<file path="src/rtl/xout_window_acc.sv">
// xout_window_acc: windowed sum/min/max of an unsigned sample stream, one record per COUNT samples
//
// Ports:
//   CLK        rising-edge clock
//   RST_N      asynchronous active-low reset
//   XIN        unsigned sample (upstream XOUT)
//   XIN_VALID  sample valid
//   XIN_READY  sample can be accepted (combinational)
//   WIN_CLR    synchronous discard of the partial window
//   SUM        sum of the completed window (SBITS wide)
//   XMIN       minimum of the completed window
//   XMAX       maximum of the completed window
//   OUT_VALID  output record valid
//   OUT_READY  downstream accepts the record
module xout_window_acc #(
    parameter int NBITS = 8,
    parameter int COUNT = 4,
    localparam int SBITS = NBITS + $clog2(COUNT)
) (
    input  logic             CLK,
    input  logic             RST_N,
    input  logic [NBITS-1:0] XIN,
    input  logic             XIN_VALID,
    output logic             XIN_READY,
    input  logic             WIN_CLR,
    output logic [SBITS-1:0] SUM,
    output logic [NBITS-1:0] XMIN,
    output logic [NBITS-1:0] XMAX,
    output logic             OUT_VALID,
    input  logic             OUT_READY
);
    localparam int CBITS = $clog2(COUNT);

    typedef enum logic {EMPTY, FILL} state_t;

    state_t           state;
    logic [CBITS-1:0] cnt;
    logic [SBITS-1:0] acc;
    logic [NBITS-1:0] mn;
    logic [NBITS-1:0] mx;
    logic             last;
    logic             take;
    logic [SBITS-1:0] acc_n;
    logic [NBITS-1:0] mn_n;
    logic [NBITS-1:0] mx_n;

    always_comb begin
        last      = cnt == CBITS'(COUNT - 1);
        // only the window-completing sample can stall, and only behind a held record
        XIN_READY = !(last && OUT_VALID && !OUT_READY);
        take      = XIN_VALID && XIN_READY;
        acc_n     = (state == EMPTY) ? SBITS'(XIN) : acc + SBITS'(XIN);
        mn_n      = (state == EMPTY || XIN < mn) ? XIN : mn;
        mx_n      = (state == EMPTY || XIN > mx) ? XIN : mx;
    end

    always_ff @(posedge CLK or negedge RST_N) begin
        if (!RST_N) begin
            state     <= EMPTY;
            cnt       <= '0;
            acc       <= '0;
            mn        <= '0;
            mx        <= '0;
            SUM       <= '0;
            XMIN      <= '0;
            XMAX      <= '0;
            OUT_VALID <= 1'b0;
        end else begin
            if (OUT_VALID && OUT_READY)
                OUT_VALID <= 1'b0;
            if (WIN_CLR) begin
                state <= EMPTY;
                cnt   <= '0;
            end else if (take) begin
                if (last) begin
                    // final sample bypasses the working registers straight into the record
                    SUM       <= acc_n;
                    XMIN      <= mn_n;
                    XMAX      <= mx_n;
                    OUT_VALID <= 1'b1;
                    cnt       <= '0;
                    state     <= EMPTY;
                end else begin
                    acc   <= acc_n;
                    mn    <= mn_n;
                    mx    <= mx_n;
                    cnt   <= cnt + CBITS'(1);
                    state <= FILL;
                end
            end
        end
    end
endmodule

</file>
<file path="config.mk">
export PLATFORM = sky130hd
export DESIGN_NAME = xout_window_acc
export DESIGN_NICKNAME = d
export VERILOG_FILES = /design/src/rtl/xout_window_acc.sv
export SDC_FILE = /design/constraint.sdc
export NUM_CORES = 1
export LEC_CHECK = 0
export BUFFER_PORTS_ARGS = -buffer_cell sky130_fd_sc_hd__buf_2
export CELL_PAD_IN_SITES_DETAIL_PLACEMENT = 1
export CELL_PAD_IN_SITES_GLOBAL_PLACEMENT = 1
export CORE_MARGIN = 5
export CORE_UTILIZATION = 40
export CTS_CLUSTER_SIZE = 30
export DETAILED_ROUTE_END_ITERATION = 7
export PLACE_DENSITY_LB_ADDON = 0.1
export SYNTH_ARGS = -nofsm -noshare
export SYNTH_HDL_FRONTEND = slang
export SYNTH_SLANG_ARGS = --single-unit
</file>
<file path="constraint.sdc">
create_clock -name CLK -period 2.2 [get_ports CLK]
set_clock_uncertainty 0.15 [all_clocks]
set_input_delay 0.11 -clock CLK [delete_from_list [all_inputs] [get_ports CLK]]
set_output_delay 0.11 -clock CLK [all_outputs]
set_load 0.005 [all_outputs]
</file>
==> results.txt <==
----------------------------------------------------
[Critical path]
  Category of the critical setup timing path ... reg2reg
  FF-to-FF setup slack ... -30 ps
  Critical Path Sink Type ... flop
  Worst setup SP type ... flop
  R2R Path Start ... mx[7]
  Largest stage delay on the critical path ... between 300 and 400 ps
  CP max-delay cell ... sky130_fd_sc_hd__or3_4
  Critical path origin ... mx[7]
  Combined buffer and inverter count along the critical path ... 2
  Cell family with most CP delay ... simple AND/OR/NAND/NOR gates
  Worst EP arrival ... between 2000 and 2500 ps
  Data required, critical path ... 2250 ps
  Maximum fanout encountered on the critical timing path ... 5
  Critical Path, Cell by Cell ... inv_1 -> ha_4 -> nand4_1 -> nand2b_1 -> o32ai_2 -> or3_4 -> buf_6 -> mux2_4

[Final layout]
  Area occupied by multi-input gates ... approximately 0.0019 mm^2
  Share of final-layout standard cells stronger than drive strength 1 ... 0.298
  Area used by sequential logic in the layout ... between 0.001 and 0.0015 mm^2
  Net total in the final layout ... roughly 430
  Top library cells by usage in the layout, fill and taps aside ... 56 x sky130_fd_sc_hd__dfrtp_1, 40 x sky130_fd_sc_hd__buf_2, 27 x sky130_fd_sc_hd__nand2_1
  Area growth from synthesis to layout ... 26.4%
  Antenna Diode Count ... 0
  # fillers ... between 900 and 1000
  Layout Cells excl Fill ... just under 500
  Most common library cell in the layout ignoring fill and taps ... sky130_fd_sc_hd__dfrtp_1

[CTS]
  Clock buffer depth ... 2
  Maximum level of the CTS H-tree ... 2
  CTS buffer count ... 5
  Clock tree from TritonCTS ... done
  Clock latency on the worst-skew pair ... 310 ps
  Count of clock tree sinks ... between 50 and 60
  Clock input transition at the sequential cells of the worst setup and hold paths ... roughly 100 ps
  Clock tree root buffer cell ... sky130_fd_sc_hd__clkbuf_8

[STA]
  Setup repair after global routing missed its margin ... true
  Fmax ... about 0.45 GHz
  Clock period minus worst slack ... 2230 ps
  Final setup slack of the worst path ... -25.2 ps
  Number of max-slew violations in the final report ... 0
  Crit share post-route ... 1.01
  Final number of setup-violating endpoints ... 16
  Worst-Margin Slew ... around 620 ps
  Slew headroom ... 0.586
  Post-Route Hold Slack ... about 5.6 ps
  Final hold violation count ... 0
  Sum Neg Setup Slack ... -228 ps

[Detailed routing]
  Number of DRC markers in iteration 0 ... 70
  Via count normalized by instance count ... ~5.3
  Residual DRC count ... 0
  Final routed wirelength across all metal layers ... between 8000 and 9000 um
  Detailed-route via count ... 2627
  Wire length per cell ... 17.6 um
  Number of nets still failing antenna checks after routing ... 0
  Router iterations before antenna repair ... 4

[Die]
  Core footprint ... between 0.007 and 0.008 mm^2
  Die Span X ... around 100 um
  Number of rows created at floorplan ... 32
  Count of boundary I/O pins ... 41
  Die Height ... around 100 um
  Effective utilization at floorplan ... 0.416
  DIE AREA ... about 0.010 mm^2

[Hold path]
  Worst hold path startpoint ... XIN[0]
  HP Class ... in2reg

[Placed design]
  Routability cong. ... ~0.80
  Number of placed instances, taps included ... between 400 and 500
  Post-DP HPWL ... approximately 6100 um
  Port buffer count ... 40

[Status]
  Failing checks ... setup timing
  Result of the run ... finished with violations

[Global route]
  Number of antenna violations at the first check in global routing ... 0
  Remaining global-route overflow ... 0
  Vias in the first global route ... 2828
  Global-route usage over all layers ... 0.176
  Global-route wire length before repair ... around 14000 um
  Largest net degree at the start of global routing ... 39

[Pwr]
  Leakage power ... around 0.002 uW
  Worst vdd ir ... between 0.3 and 0.4 mV
  Total design power ... 3430 uW
  Power density cells ... between 800 and 900 mW/mm^2

[Synth]
  Synthesized flop and latch total ... 56
  Syn. warnings ... 0
  Number of enable flip-flop cells after synthesis ... 0
  Fraction of synthesis flops using an asynchronous set or reset pin ... 1.00
  Synthesized area per cell ... 9.99 um^2
  Distinct cells, synth ... 52
  Cell area after synthesis ... 0.00325 mm^2
  Number of instances in the synthesized netlist ... ~330
  Part of the Yosys area used for sequential elements ... 0.432
  Post-Syn Nets ... between 300 and 400
  Primary flip-flop cell chosen by synthesis mapping ... sky130_fd_sc_hd__dfrtp_1

[Job]
  Number of maximum-capacitance violations ... 0

----------------------------------------------------
==> metrics by stage <==
step	util	instance area (um^2)	worst slack [ps]
floorplan	-	3260	-16.2
global placement	0.480	3750	1.29
detailed placement	0.480	3750	-59.1
CTS	0.508	3960	-14.2
global route	0.526	4100	-113
finish	0.526	4100	-25.2
==> final cells by class <==
class,count,area share
inverters,19,0.0174
clock buffers,8,0.0220
repair buffers,73,0.129
multi-input cells,236,0.459
well taps,102,0.0311
flip-flops and latches,56,0.341
==> registers in the layout, indices dropped and copies added, names as in the netlist <==
name       cells
SUM           10
acc           10
XMAX           8
XMIN           8
mn             8
mx             8
cnt            2
OUT_VALID      1
state          1
==> layer usage <==
layer	GRT usage	vias to the layer above	routed length, um
met3	0.0257	10	222
met5	0	-	0
met4	0.0352	0	100
met1	0.219	1287	3950
li1	-	1292	-
met2	0.323	38	4400
==> synth_stat cells (all sizes together), types with 4 or more instances <==
library cell  number  area (um^2)
or3                4         25.0
nand2b             7         43.8
ha                24          300
dfrtp             56         1400
buf                8         43.8
inv               19         71.3
o21ai             28          140
mux2              16          210
nand3              5         25.0
or3b               8         70.1
a31oi             13         81.3
clkbuf             6         22.5
a21oi             18         90.1
nor2              25         93.8
nand2             28          113
mux2i             13          130
o21a               4         30.0
==> power breakdown <==
group | leakage, uW | switching [uW] | internal [uW]
Clock | 0.0000455 | 344 | 259
Sequential | 0.000709 | 159 | 1260
Combinational | 0.00123 | 690 | 713
Total | 0.00199 | 1190 | 2230
==> timing repair <==
action	CTS	global route
endpoints found under the setup margin	26	41
hold endpoints to repair	30	0
setup buffers	1	2
cloned	0	0
hold buffers	7	0
pin swaps	5	13
resized for setup	8	29
==> worst paths after layout <==
check                           to  depth (start not counted)
max                          mx[0]                          8
min reg2reg                 SUM[0]                          2
max in group asynchronous   acc[0]                          3
max reg2reg                  mx[0]                          8
min                          mn[0]                          2
min in group asynchronous  XMAX[6]                          2
==> kinds of logic after synthesis <==
kind of cell	count (synthesis)	synth area share
AND/OR/NAND/NOR	96	0.158
AO/OA/AOI/OAI	82	0.154
flip-flops	56	0.432
buffers and inverters	33	0.0424
multiplexers	29	0.105
adder cells (fa/ha/maj)	25	0.0987
XOR/XNOR	4	0.0108
Power figures use the tool's default switching activity.
